### config.mk
export PLATFORM = sky130hd
export DESIGN_NAME = point_scan_ctrl
export DESIGN_NICKNAME = d
export VERILOG_FILES = /design/src/rtl/point_pkg.sv /design/src/rtl/psc_run_tracker.sv /design/src/rtl/point_scan_ctrl.sv
export SDC_FILE = /design/constraint.sdc
export NUM_CORES = 1
export LEC_CHECK = 0
export ABC_CLOCK_PERIOD_IN_PS = 6280
export BUFFER_PORTS_ARGS = -buffer_cell sky130_fd_sc_hd__buf_2
export CORE_MARGIN = 2
export CORE_UTILIZATION = 55
export CTS_BUF_LIST = sky130_fd_sc_hd__clkbuf_8 sky130_fd_sc_hd__clkbuf_16
export CTS_CLUSTER_DIAMETER = 150
export DETAILED_ROUTE_END_ITERATION = 8
export GPL_TIMING_DRIVEN = 0
export PLACE_DENSITY_LB_ADDON = 0.05
export SYNTH_ARGS = -nofsm -noshare
export SYNTH_HDL_FRONTEND = slang
export SYNTH_SLANG_ARGS = --single-unit
### constraint.sdc
create_clock -name clk -period 6.28 [get_ports clk]
set_input_delay 0.628 -clock clk [delete_from_list [all_inputs] [get_ports clk]]
set_output_delay 0.628 -clock clk [all_outputs]
set_load 0.05 [all_outputs]
### src/rtl/point_pkg.sv
// Shared types and defaults for the laser-point scan controller.
//   psc_state_t : frame sequencer states
//   run_t       : one horizontal run of hit pixels (left edge, width, line index)
//   X_W / Y_W   : coordinate widths; run_t is built on these
package point_pkg;

    localparam int unsigned H_ACTIVE_DEF = 640;
    localparam int unsigned V_ACTIVE_DEF = 480;
    localparam int unsigned X_W          = 10;
    localparam int unsigned Y_W          = 9;

    typedef enum logic [1:0] {
        IDLE   = 2'd0,
        SCAN   = 2'd1,
        REPORT = 2'd2
    } psc_state_t;

    typedef struct packed {
        logic [X_W-1:0] left;
        logic [X_W-1:0] width;
        logic [Y_W-1:0] y;
    } run_t;

endpackage

### src/rtl/psc_run_tracker.sv
// Per-line run tracker: opens a run on the first hit pixel, extends it on
// consecutive hits and closes it on a non-hit pixel, on a line start, or on
// the last active pixel of the line (that pixel included).
// Ports:
//   clk, rst  : pixel clock, asynchronous active-low reset
//   pix_go    : valid, in-range pixel this cycle
//   line_evt  : accepted pixel carries a line (or frame) start
//   restart   : accepted pixel carries a frame start; any open run is dropped
//   hit       : pixel is point-coloured
//   x, y      : coordinates of the current pixel
//   close     : strobe, a run finished this cycle (combinational)
//   run       : the finished run, valid with close
module psc_run_tracker
    import point_pkg::*;
#(
    parameter int unsigned H_ACTIVE = H_ACTIVE_DEF
) (
    input  logic           clk,
    input  logic           rst,
    input  logic           pix_go,
    input  logic           line_evt,
    input  logic           restart,
    input  logic           hit,
    input  logic [X_W-1:0] x,
    input  logic [Y_W-1:0] y,
    output logic           close,
    output run_t           run
);

    logic           open_q, open_d;
    run_t           cur_q, cur_d;
    logic           live;
    logic           at_end;
    logic [X_W-1:0] width_inc;

    always_comb begin
        // An open run continues into this pixel only within the same line.
        live      = open_q && !restart && !line_evt;
        at_end    = (x == X_W'(H_ACTIVE - 1));
        width_inc = (cur_q.width >= X_W'(H_ACTIVE)) ? cur_q.width : cur_q.width + 1'b1;
        open_d    = open_q;
        cur_d     = cur_q;
        close     = 1'b0;
        run       = cur_q;

        if (restart) begin
            open_d = 1'b0;
        end

        // Previous run ends on a line boundary or a non-hit pixel.
        if (open_q && !restart && (line_evt || (pix_go && !hit))) begin
            close  = 1'b1;
            run    = cur_q;
            open_d = 1'b0;
        end

        if (pix_go && hit) begin
            if (live) begin
                cur_d.width = width_inc;
            end else begin
                cur_d.left  = x;
                cur_d.width = X_W'(1);
                cur_d.y     = y;
            end
            if (at_end) begin
                // Last pixel of the line closes the run including itself.
                close  = 1'b1;
                run    = cur_d;
                open_d = 1'b0;
            end else begin
                open_d = 1'b1;
            end
        end
    end

    always_ff @(posedge clk or negedge rst) begin
        if (!rst) begin
            open_q <= 1'b0;
            cur_q  <= '0;
        end else begin
            open_q <= open_d;
            cur_q  <= cur_d;
        end
    end

endmodule

### src/rtl/point_scan_ctrl.sv
// Frame-level sequencer for laser-point detection. Counts pixel x/y, tracks
// the widest qualifying run of hit pixels in the frame and reports its centre
// on a valid/ready handshake once per frame.
// Ports:
//   clk, rst       : pixel clock, asynchronous active-low reset
//   i_frame_start  : first pixel of frame (implies line start)
//   i_line_start   : first pixel of each line
//   i_pix_valid    : pixel qualifier
//   i_pix_hit      : thresholded pixel is point-coloured
//   o_valid/i_ready: report handshake
//   o_found        : a qualifying run existed
//   o_centerX/Y    : centre of the widest run (0 when not found)
//   o_busy         : sequencer not idle
// Build option: PSC_SMOOTH_EN averages each found centre with the previously
// reported found centre.
module point_scan_ctrl
    import point_pkg::*;
#(
    parameter int unsigned H_ACTIVE  = H_ACTIVE_DEF,
    parameter int unsigned V_ACTIVE  = V_ACTIVE_DEF,
    parameter int unsigned MIN_WIDTH = 2
) (
    input  logic           clk,
    input  logic           rst,
    input  logic           i_frame_start,
    input  logic           i_line_start,
    input  logic           i_pix_valid,
    input  logic           i_pix_hit,
    output logic           o_valid,
    input  logic           i_ready,
    output logic           o_found,
    output logic [X_W-1:0] o_centerX,
    output logic [Y_W-1:0] o_centerY,
    output logic           o_busy
);

    psc_state_t     state_q, state_d;
    logic [X_W-1:0] x_q, x_d, pix_x;
    logic [Y_W-1:0] y_q, y_d, pix_y, y_inc;
    run_t           best_q, best_d;
    logic           accept, fs, line_evt, pix_go, last_pix;
    logic           close;
    run_t           run;
    logic           found;
    logic [X_W-1:0] raw_x, rep_x;
    logic [Y_W-1:0] raw_y, rep_y;
    logic           handshake;

    always_comb begin
        // Frame start is only honoured from IDLE or SCAN; REPORT drops it.
        accept   = i_pix_valid && ((state_q == SCAN) || ((state_q == IDLE) && i_frame_start));
        fs       = accept && i_frame_start;
        line_evt = accept && (i_line_start || i_frame_start);
        y_inc    = (y_q >= Y_W'(V_ACTIVE)) ? y_q : y_q + 1'b1;
        pix_x    = line_evt ? '0 : x_q;
        pix_y    = fs ? '0 : (line_evt ? y_inc : y_q);
        pix_go   = accept && (pix_x < X_W'(H_ACTIVE)) && (pix_y < Y_W'(V_ACTIVE));
        last_pix = pix_go && (pix_x == X_W'(H_ACTIVE - 1)) && (pix_y == Y_W'(V_ACTIVE - 1));

        x_d = x_q;
        y_d = y_q;
        if (accept) begin
            x_d = (pix_x >= X_W'(H_ACTIVE)) ? pix_x : pix_x + 1'b1;
            y_d = pix_y;
        end

        state_d = state_q;
        if (accept) begin
            state_d = last_pix ? REPORT : SCAN;
        end else if ((state_q == REPORT) && i_ready) begin
            state_d = IDLE;
        end

        best_d = best_q;
        if (fs) begin
            best_d = '0;
        end else if (close && (run.width >= X_W'(MIN_WIDTH)) && (run.width > best_q.width)) begin
            best_d = run;
        end
    end

    psc_run_tracker #(
        .H_ACTIVE(H_ACTIVE)
    ) u_tracker (
        .clk     (clk),
        .rst     (rst),
        .pix_go  (pix_go),
        .line_evt(line_evt),
        .restart (fs),
        .hit     (i_pix_hit),
        .x       (pix_x),
        .y       (pix_y),
        .close   (close),
        .run     (run)
    );

    always_ff @(posedge clk or negedge rst) begin
        if (!rst) begin
            state_q <= IDLE;
            x_q     <= '0;
            y_q     <= '0;
            best_q  <= '0;
        end else begin
            state_q <= state_d;
            x_q     <= x_d;
            y_q     <= y_d;
            best_q  <= best_d;
        end
    end

    assign found     = (best_q.width != '0);
    assign raw_x     = best_q.left + (best_q.width >> 1);
    assign raw_y     = best_q.y;
    assign handshake = (state_q == REPORT) && i_ready;

`ifdef PSC_SMOOTH_EN
    logic           hist_q;
    logic [X_W-1:0] hx_q;
    logic [Y_W-1:0] hy_q;

    always_comb begin
        rep_x = raw_x;
        rep_y = raw_y;
        if (hist_q) begin
            rep_x = X_W'(({1'b0, hx_q} + {1'b0, raw_x}) >> 1);
            rep_y = Y_W'(({1'b0, hy_q} + {1'b0, raw_y}) >> 1);
        end
    end

    // History tracks what was actually reported, and only for found frames.
    always_ff @(posedge clk or negedge rst) begin
        if (!rst) begin
            hist_q <= 1'b0;
            hx_q   <= '0;
            hy_q   <= '0;
        end else if (handshake && found) begin
            hist_q <= 1'b1;
            hx_q   <= rep_x;
            hy_q   <= rep_y;
        end
    end
`else
    always_comb begin
        rep_x = raw_x;
        rep_y = raw_y;
    end
`endif

    always_comb begin
        o_valid   = (state_q == REPORT);
        o_busy    = (state_q != IDLE);
        o_found   = o_valid && found;
        o_centerX = o_found ? rep_x : '0;
        o_centerY = o_found ? rep_y : '0;
    end

endmodule

=== After elaboration in Yosys (flattened, before gate mapping) ===
Cells that the tools add are included.

* Add/sub/neg operators: 4
* Multiply operators: 0
* Div/mod/pow operators: 0
* Order comparisons: 7
* Equal/unequal tests: 4
* Shift operators: 0
* Multiplexer cells: 25
* Bitwise gates (word level): 0
* Reductions and logical operators: 29

{| class="wikitable"
|+ Operators with widths
! operator !! count
|-
| two-way mux 29 bit || 4
|-
| two-way mux 10 bit || 6
|-
| two-way mux 9 bit || 5
|-
| adder 10 x 1 -> 10 bit (second input constant) || 2
|-
| >= comparator 10 bit (second input constant) || 2
|-
| logical AND 1 bit || 17
|-
| adder 10 x 9 -> 10 bit || 1
|-
| equality test 10 bit (second input constant) || 1
|-
| >= comparator 10 x 2 -> 1 bit (second input constant) || 1
|-
| > comparator 10 bit || 1
|-
| < comparator 10 bit (second input constant) || 1
|-
| nonzero test 10 bit || 1
|-
| adder 9 x 1 -> 9 bit (second input constant) || 1
|-
| equality test 9 bit (second input constant) || 1
|-
| >= comparator 9 bit (second input constant) || 1
|-
| < comparator 9 bit (second input constant) || 1
|-
| two-way mux 1 bit || 7
|-
| two-way mux 2 bit || 3
|-
| nonzero test 2 bit || 3
|-
| logical NOT 1 bit || 3
|-
| logical OR 1 bit || 3
|-
| nonzero test 3 bit || 1
|-
| equality test 2 x 1 -> 1 bit (second input constant) || 1
|-
| equality test 2 bit (second input constant) || 1
|-
| logical NOT 2 bit || 1
|}

* Register bits: 80
* Bits in latches: 0
* Bits in writable memories: 0
* ROM bits: 0
* Input port bits: 7
* Word-level logic and storage cells: 79
* Memories kept: 0

=== Logic depth before layout (Yosys ltp) ===
Gate-level depths: netlist of the first run.

* Depth in word-level cells: 19
* Depth in mapped cells: 22
* Gate-level depth less buffers: 20

=== By module ===
A second synthesis of the first run with hierarchy kept.

* Cells, all modules: 541
* Area total of the unflattened synthesis: 4904.7 um^2

{| class="wikitable"
|+ By module, submodules not included
! module !! times used !! cells an instance !! area an instance (um^2)
|-
| point_scan_ctrl || 1 || 373 || 3170.5
|-
| psc_run_tracker || 1 || 168 || 1734.2
|}

=== Least setup slack after synthesis of the first run ===
No wires, ideal clock.

* Path kind: input to register
* Start: input i_frame_start
* End: register best_q[14] in the netlist's numbering
* Setup time: 125 ps
* Arrival time: 4119 ps
* Required time: 6155 ps
* Path slack: 2036 ps
* Cell stages on the path: 20
* Cells stage by stage: a21o_1 > nand2_1 > nand2_1 > inv_1 > ha_1 > and3_1 > and3_1 > nor4b_1 > o41a_1 > nand2_1 > o21ai_0 > ha_1 > a21oi_1 > nor2b_1 > o21ai_0 > nand3b_1 > o21a_1 > o311a_1 > nand2_2 > mux2_2

* Cells in the longest elaborated chain, start to end: 17
* Elaborated cells between the ends (all ways): 35
* Classes of those cells: order compare: 4; eq/ne: 1; mux: 11; reduce/logical: 19

{| class="wikitable"
|+ RTL lines
! element !! RTL line !! RTL
|-
| start: declaration || point_scan_ctrl.sv:25 || <nowiki>input logic i_frame_start,</nowiki>
|-
| branches (longest 17 deep; another with >= comparator 10 x 2 -> 1 bit) || n/a ||
|-
| end signal: assignment || point_scan_ctrl.sv:107 || <nowiki>best_q <= best_d;</nowiki>
|-
| end: declaration || point_scan_ctrl.sv:40 || <nowiki>run_t best_q, best_d;</nowiki>
|}

Parallel ways; which one is timed is not known. The select of a mux whose other input is x is not followed.
A chain may end at the register's enable or synchronous reset.

=== Worst setup path after layout of the first run ===
* Start: register state_q[0]
* End: register best_q[15] in the netlist's numbering

* Cells in the longest elaborated chain, start to end: 18
* Elaborated cells between the ends (all ways): 36
* Classes of those cells: order compare: 4; eq/ne: 2; mux: 11; reduce/logical: 19

{| class="wikitable"
|+ RTL lines
! element !! RTL line !! RTL
|-
| start: declaration || point_scan_ctrl.sv:37 || <nowiki>psc_state_t state_q, state_d;</nowiki>
|-
| start signal: assignment || point_scan_ctrl.sv:104 || <nowiki>state_q <= state_d;</nowiki>
|-
| logical NOT 2 bit || point_scan_ctrl.sv:51 || <nowiki>accept = i_pix_valid && ((state_q == SCAN) || ((state_q == IDLE) && i_frame_start));</nowiki>
|-
| logical AND 1 bit || point_scan_ctrl.sv:51 ||
|-
| logical OR 1 bit (*) || point_scan_ctrl.sv:51 ||
|-
| logical AND 1 bit (*) || point_scan_ctrl.sv:51 ||
|-
| branches (longest 14 deep; another with >= comparator 10 x 2 -> 1 bit) || n/a ||
|}

Mark *: on every way between the ends. The select of a mux whose other input is x is not followed.

==> metrics.csv, run 1 <==
stage,metric,value,unit
outcome,status,completed,
synth,Async SR Flop Fraction,100,%
clock_tree,cts bufs inserted,9,
sta,Max Clk Rate,0.188,GHz
floorplan,die footprint,9920,sq um
worst_hold_path,worst hold path class,in -> async,
place,Inst Count DP,678,
routing,DRC,0,
critical_path,CP startpoint,state_q[0],
power_and_ir_drop,switch share,28.8,%
floorplan,Die Y,99.6,um
sta,worst rel slew slack,42.1,%
critical_path,RR Endpoint,best_q[15],
power_and_ir_drop,P_sw,0.371,mW
finish,Final nets,614,
clock_tree,Post-CTS Setup Bufs,0,
synth,number of synthesized flops with an enable pin,0,
finish,share of cells above drive strength 1,16.7,%
routing,via count,4095,
floorplan,core footprint,8810,sq um
sta,final hold violations,0,
finish,"leading cell types in the layout, fill and taps excluded","80 x dfrtp_1, 58 x nor2_1, 49 x nand2_1, 37 x o21ai_0, 31 x buf_2",
clock_tree,clock sinks,80,
floorplan,Starting Density,57.1,%
finish,design area,5580,sq um
power_and_ir_drop,Seq pwr share,46.1,%
synth,"Distinct cells, synth",60,
clock_tree,"Hold-fix buffers, CTS",0,
finish,Util after Layout,63.3,%
clock_tree,clk_lat worst skew,0.36,ns
critical_path,Critical Path RT,6.53,ns
routing,WL final,12.5,mm
sta,Max Slew Vio Count,0,
synth,Avg Inst Size Synth,9.29,sq um
finish,ANT cells,0,
power_and_ir_drop,clock share of power,36.5,%
critical_path,startpoint types,register,
synth,Synth warnings,0,
clock_tree,CTS root buffer,clkbuf_8,
power_and_ir_drop,Worst VDD drop,0.180,mV
clock_tree,CTS max path bufs,2,
place,Final Wtd Congestion,0.878,
sta,final critical-path share of the clock period,84.7,%
critical_path,worst r2r path cells,20,
critical_path,Worst EP arrival,5.57,ns
place,placed cell area,5330,sq um
routing,drt pass-1 iters,6,
global_route,total global routing overflow,0,
sta,final setup margin,0.960,ns
place,pre-CTS WS,0.898,ns
synth,post-synthesis sequential area ratio,39.8,%
global_route,vias in the first global route,4084,
floorplan,Ports,29,
sta,worst slew pin tran,0.869,ns
power_and_ir_drop,Int Pwr,0.918,mW
routing,vias per inst,5.90,
power_and_ir_drop,Pwr Total,1.29,mW
clock_tree,CTS tree,built,
global_route,first-pass GRT wire length,20.8,mm
finish,filler instances,753,
routing,post-route ant nets,0,
sta,clk_skew,0.0155,ns
sta,unrepaired setup endpoints after global routing,no,
critical_path,critical path type,reg -> reg,
flow_run,Max-Cap Viols,0,
clock_tree,H-tree levels,3,
sta,Setup Total Neg Slack,0,ns
synth,cells after synthesis,541,
critical_path,Setup crit end kind,register,
power_and_ir_drop,logic gate share of total power,17.4,%
finish,"commonest non-fill, non-tap cell in the layout",dfrtp_1,
critical_path,critical path capture point,best_q[15],
global_route,largest net degree at the start of global routing,54,
floorplan,row count,34,
routing,Initial DRC Count,252,
clock_tree,cts repair resizes,0,
global_route,Total Routing Usage GR,26.8,%
synth,Netlist Area Pre-Place,5020,sq um
floorplan,Die W,99.6,um
power_and_ir_drop,PD cells,231,nW/um^2
finish,Area Growth Syn to Fin,11.0,%
global_route,initial antenna violation count,0,
place,DP HPWL,9.34,mm
finish,Layout Cells excl Fill,694,
place,Buffers on Ports,28,
critical_path,Crit Path Max Fanout,8,
synth,ys flop type,dfrtp_1,
synth,"FF+latch count, synth",80,
critical_path,flop-to-flop setup slack,0.96,ns
synth,post-synth net total,574,
clock_tree,clock-pin slew on the worst setup and hold paths,0.09,ns
routing,WL/cell,18.0,um
sta,final setup fails,0,
critical_path,FF-to-FF Start,state_q[0],
power_and_ir_drop,Pleak,2.57,nW
sta,Final min period,5.32,ns
sta,Hold Slack,0.195,ns
## how the worst min path moves through the flow
stage | slack [ns] | depth (start not counted) | end | startpoint
after floorplan | 0.33 | 0 | best_q[10] | rst
after global placement | 0.47 | 2 | u_tracker.cur_q[8] | u_tracker.cur_q[8]
after detailed placement | 0.47 | 2 | u_tracker.cur_q[8] | u_tracker.cur_q[8]
after CTS | 0.20 | 1 | best_q[13] | rst
after global routing | 0.20 | 1 | best_q[16] | rst
final | 0.19 | 1 | best_q[16] | rst
## power groups by stage
| stage | Sequential [mW] | Combinational [mW] | Clock, mW |
|---|---|---|---|
| floorplan | 0.592 | 0.163 | 0 |
| global placement | 0.602 | 0.216 | 0 |
| detailed placement | 0.604 | 0.223 | 0 |
| CTS | 0.594 | 0.225 | 0.477 |
| global route | 0.600 | 0.252 | 0.496 |
| finish | 0.595 | 0.224 | 0.471 |
## cell families after synthesis
family	Yosys count	share of synthesized area (%)
flops	80	39.8
xor+xnor	20	3.49
buf+inv	52	4.76
fa+ha+maj	26	6.62
mux	29	6.13
compound gates	135	19.7
simple gates	199	19.4
## sequential cells by signal (all words and copies together), names as in the netlist
name	count
u_tracker.open_q	1
x_q	10
raw_y	9
best_q	20
state_q	2
y_q	9
u_tracker.cur_q	29
## worst max-delay path: stages (launching register included)
cell and delay, ns:
dfrtp_1 0.48, a21o_1 0.24, nand2_1 0.16, nand2_1 0.20, inv_1 0.10, ha_1 0.16, and3_1 0.22, and3_1 0.22
nor4b_1 0.52, o41a_1 0.41, nand2_1 0.18, o21ai_0 0.47, ha_1 0.34, a21oi_1 0.16, nor2b_1 0.06, o21ai_0 0.17
nand3b_1 0.10, o21a_1 0.23, o311a_1 0.19, nand2_2 0.25, mux2_2 0.37
## synthesized netlist by cell type, types with 6 or more instances
cell | n | share of area (%)
inv_1 | 24 | 1.8
ha_1 | 25 | 6.2
clkbuf_1 | 19 | 1.4
a21o_1 | 10 | 1.5
o21ai_0 | 37 | 3.7
a21oi_2 | 6 | 1.0
nand3b_1 | 6 | 0.90
dfrtp_1 | 80 | 40
a22o_1 | 8 | 1.4
nand2_1 | 49 | 3.7
xnor2_1 | 8 | 1.4
nor2_1 | 58 | 4.3
nand3_1 | 22 | 2.2
nand4_1 | 9 | 1.1
nor4_1 | 10 | 1.2
a21oi_1 | 27 | 2.7
and2_1 | 15 | 1.9
a211oi_2 | 14 | 3.5
mux2i_1 | 15 | 3.0
xor2_1 | 12 | 2.1
mux2_2 | 14 | 3.1
## layer usage
layer  up-vias  global-route usage [%]  wire (um)
met2        88                    42.9       5900
met5         -                       0          0
met1      1967                    36.9       5740
li1       2016                       -          -
met3        24                    4.50        428
met4         0                    10.0        408
## area by class of cell
cell class,count,area [sq um],area share [%]
multi-input combinational,409,2780,49.9
sequential,80,2000,35.9
timing repair buffer,29,170,3.05
buffer,28,149,2.67
clock buffer,10,138,2.47
tap,108,135,2.42
clock inverter,6,108,1.93
inverter,24,90.1,1.62
No activity file was read; power rests on OpenSTA's default activity.
==> run 2, diff against run 1 <==
- ABC_CLOCK_PERIOD_IN_PS: 6280 -> 4400
- clock period: 6.28 -> 4.4 ns (I/O delays scaled with it)
==> run 2 against run 1 <==
Net effect: core utilization increased by 3.3 points; maximum frequency rose by 25%; clock skew about the same; count of clock-buffer cells in the layout is the same; die area did not move; via count increased by 4.5%; combinational power increased by 50%; worst hold slack lost 0.19 ns; clock power rose by 43%; first-iteration DRC count rose by 17%; cell area up 5.2%; highest routed layer unchanged.
==> metrics.csv, run 2 (synthesis gave the netlist of run 1 again) <==
stage,metric,value,unit,change
place,Inst Count DP,678,,unchanged
sta,Setup Total Neg Slack,0,ns,unchanged
critical_path,startpoint types,register,,
finish,multi-input logic area,2910,sq um,+4.7%
floorplan,row count,34,,unchanged
sta,worst slew pin tran,0.912,ns,+0.0435 ns
critical_path,Setup crit end kind,register,,
floorplan,Die Y,99.6,um,unchanged
power_and_ir_drop,switch share,29.2,%,+0.39 points
sta,worst rel slew slack,39.2,%,-2.9 points
floorplan,core footprint,8810,sq um,unchanged
clock_tree,CTS tree,built,,
sta,final hold violations,0,,unchanged
sta,final setup fails,0,,unchanged
critical_path,Crit Path Max Fanout,8,,unchanged
power_and_ir_drop,Int Pwr,1.32,mW,+44%
sta,Final min period,4.27,ns,-1.05 ns
finish,"commonest non-fill, non-tap cell in the layout",dfrtp_1,,
place,Buffers on Ports,28,,unchanged
routing,WL final,13.1,mm,+5.4%
finish,max reg flops,29,,unchanged
critical_path,Worst EP arrival,4.52,ns,-1.05 ns
finish,largest registers,"u_tracker.cur_q x29, best_q x20, x_q x10",,
worst_hold_path,worst hold path class,in -> async,,
sta,Max Slew Vio Count,0,,unchanged
place,placed cell area,5330,sq um,unchanged
floorplan,die footprint,9920,sq um,unchanged
critical_path,Critical Path RT,4.65,ns,-1.88 ns
routing,WL/cell,18.4,um,+2.6%
global_route,largest net degree at the start of global routing,54,,unchanged
routing,Initial DRC Count,296,,+17%
power_and_ir_drop,PD cells,318,nW/um^2,+37%
finish,Area Growth Syn to Fin,16.8,%,
power_and_ir_drop,Seq pwr share,45.8,%,-0.3 points
clock_tree,clock-pin slew on the worst setup and hold paths,0.09,ns,about the same
finish,Layout Cells excl Fill,713,,+2.7%
power_and_ir_drop,clock share of power,36.2,%,-0.3 points
global_route,vias in the first global route,4088,,+0.098%
sta,final critical-path share of the clock period,97.1,%,+12 points
global_route,Total Routing Usage GR,27.0,%,+0.21 points
clock_tree,cts bufs inserted,9,,unchanged
sta,Max Clk Rate,0.234,GHz,+25%
finish,ANT cells,0,,unchanged
global_route,first-pass GRT wire length,20.9,mm,+0.63%
clock_tree,CTS max path bufs,2,,unchanged
finish,share of cells above drive strength 1,22.1,%,+5.4 points
critical_path,critical path type,reg -> reg,,
place,DP HPWL,9.34,mm,unchanged
routing,drt pass-1 iters,5,,-1
place,Final Wtd Congestion,0.878,,unchanged
power_and_ir_drop,Pleak,2.69,nW,+4.3%
routing,post-route ant nets,0,,unchanged
routing,via count,4279,,+4.5%
finish,"leading cell types in the layout, fill and taps excluded","79 x dfrtp_1, 58 x nor2_1, 45 x nand2_1, 33 x o21ai_0, 29 x buf_2",,
clock_tree,CTS root buffer,clkbuf_8,,
finish,Final nets,633,,+3.1%
routing,vias per inst,6.00,,+1.7%
clock_tree,clk_lat worst skew,0.36,ns,about the same
floorplan,Ports,29,,unchanged
clock_tree,clock sinks,80,,unchanged
sta,clk_skew,0.0152,ns,-0.000327 ns
clock_tree,H-tree levels,3,,unchanged
flow_run,Max-Cap Viols,0,,unchanged
outcome,status,completed,,
global_route,initial antenna violation count,0,,unchanged
routing,DRC,0,,unchanged
floorplan,Starting Density,57.1,%,unchanged
finish,area occupied by registers,2000,sq um,about the same
power_and_ir_drop,logic gate share of total power,18.0,%,+0.6 points
finish,Top reg by flops,u_tracker.cur_q,,
finish,filler instances,714,,-5.2%
finish,design area,5870,sq um,+5.2%
global_route,total global routing overflow,0,,unchanged
power_and_ir_drop,Worst VDD drop,0.257,mV,+43%
floorplan,Die W,99.6,um,unchanged
critical_path,worst r2r path cells,17,,-15%
power_and_ir_drop,P_sw,0.544,mW,+46%
## run 2: cell count changes in the layout (fill, tap and decap cells not counted), moves of 3 or more
cell / previous run / this run
buf_4: 1 / 22
mux2i_1: 15 / 12
mux2i_2: 0 / 3
nand2_1: 49 / 45
nand2_4: 0 / 4
o21ai_0: 37 / 33
o21ai_1: 1 / 4
## run 2: power by group through the flow
stage,combinational [mW],sequential [mW],clock (mW)
after floorplan,0.233,0.845,0
after global placement,0.308,0.860,0
after detailed placement,0.319,0.862,0
after CTS,0.327,0.849,0.681
after global routing,0.375,0.860,0.705
final,0.336,0.853,0.674
## run 2: metal layers
metal,track usage [%],share of wire (%),vias to the layer above,wire length (um)
li1,-,-,2054,-
met1,36.9,45,2077,5960
met2,43.6,48,123,6280
met3,4.78,4.2,25,546
met4,9.69,2.8,0,362
met5,0,0,-,0
## run 2: final timing paths
check / slack, ns / endpoint / start
worst max register to register: 0.13 / best_q[15] / y_q[1]
worst min-delay path: 0.0002 / u_tracker.cur_q[13] / rst
worst min register to register: 0.51 / u_tracker.cur_q[2] / u_tracker.cur_q[2]
min in group clk: 0.39 / state_q[1] / i_ready
worst max-delay path: 0.13 / best_q[15] / y_q[1]
max in group asynchronous: 3.78 / state_q[0] / rst
## run 2: repair_timing
item                                    CTS  global route
gates resized for setup                  14            18
hold buffers                              0             0
setup buffers                             4            17
endpoints found under the setup margin   29            29
cloned                                    0             1
pin swaps                                 0             6
## run 2: area by class of cell
cell class                 instances  area share [%]
inverter                          24            1.54
clock inverter                     6            1.83
sequential                        80            34.1
tap                              108            2.30
multi-input combinational        410            49.7
buffer                            26            2.71
timing repair buffer              49            5.46
clock buffer                      10            2.35
## run 2: per-stage QoR
step           hold slack (ns)  power [mW]  setup WS, ns  utilization (%)
2_1_floorplan            0.144        1.08         0.330                -
3_3_place_gp             0.467        1.17        -0.676             60.2
6_report              0.000217        1.86         0.127             66.6
4_1_cts                0.00710        1.86        0.0198             64.3
5_1_grt                 0.0124        1.94       -0.0412             66.6
3_5_place_dp             0.398        1.18        -0.794             60.5
## run 2: worst max-delay path, cell delays in order, from the launching register on
cell and delay, ns:
dfrtp_1 0.44, ha_1 0.25, nand4_1 0.10, o41a_1 0.36, or2_0 0.22, buf_2 0.21, o41ai_2 0.52, or3_1 0.21
nand2_1 0.10, ha_1 0.32, a21o_1 0.16, a21o_1 0.18, a21oi_1 0.14, nor2_1 0.05, o21a_1 0.23, o311a_4 0.16
nand2_4 0.15, mux2_2 0.35
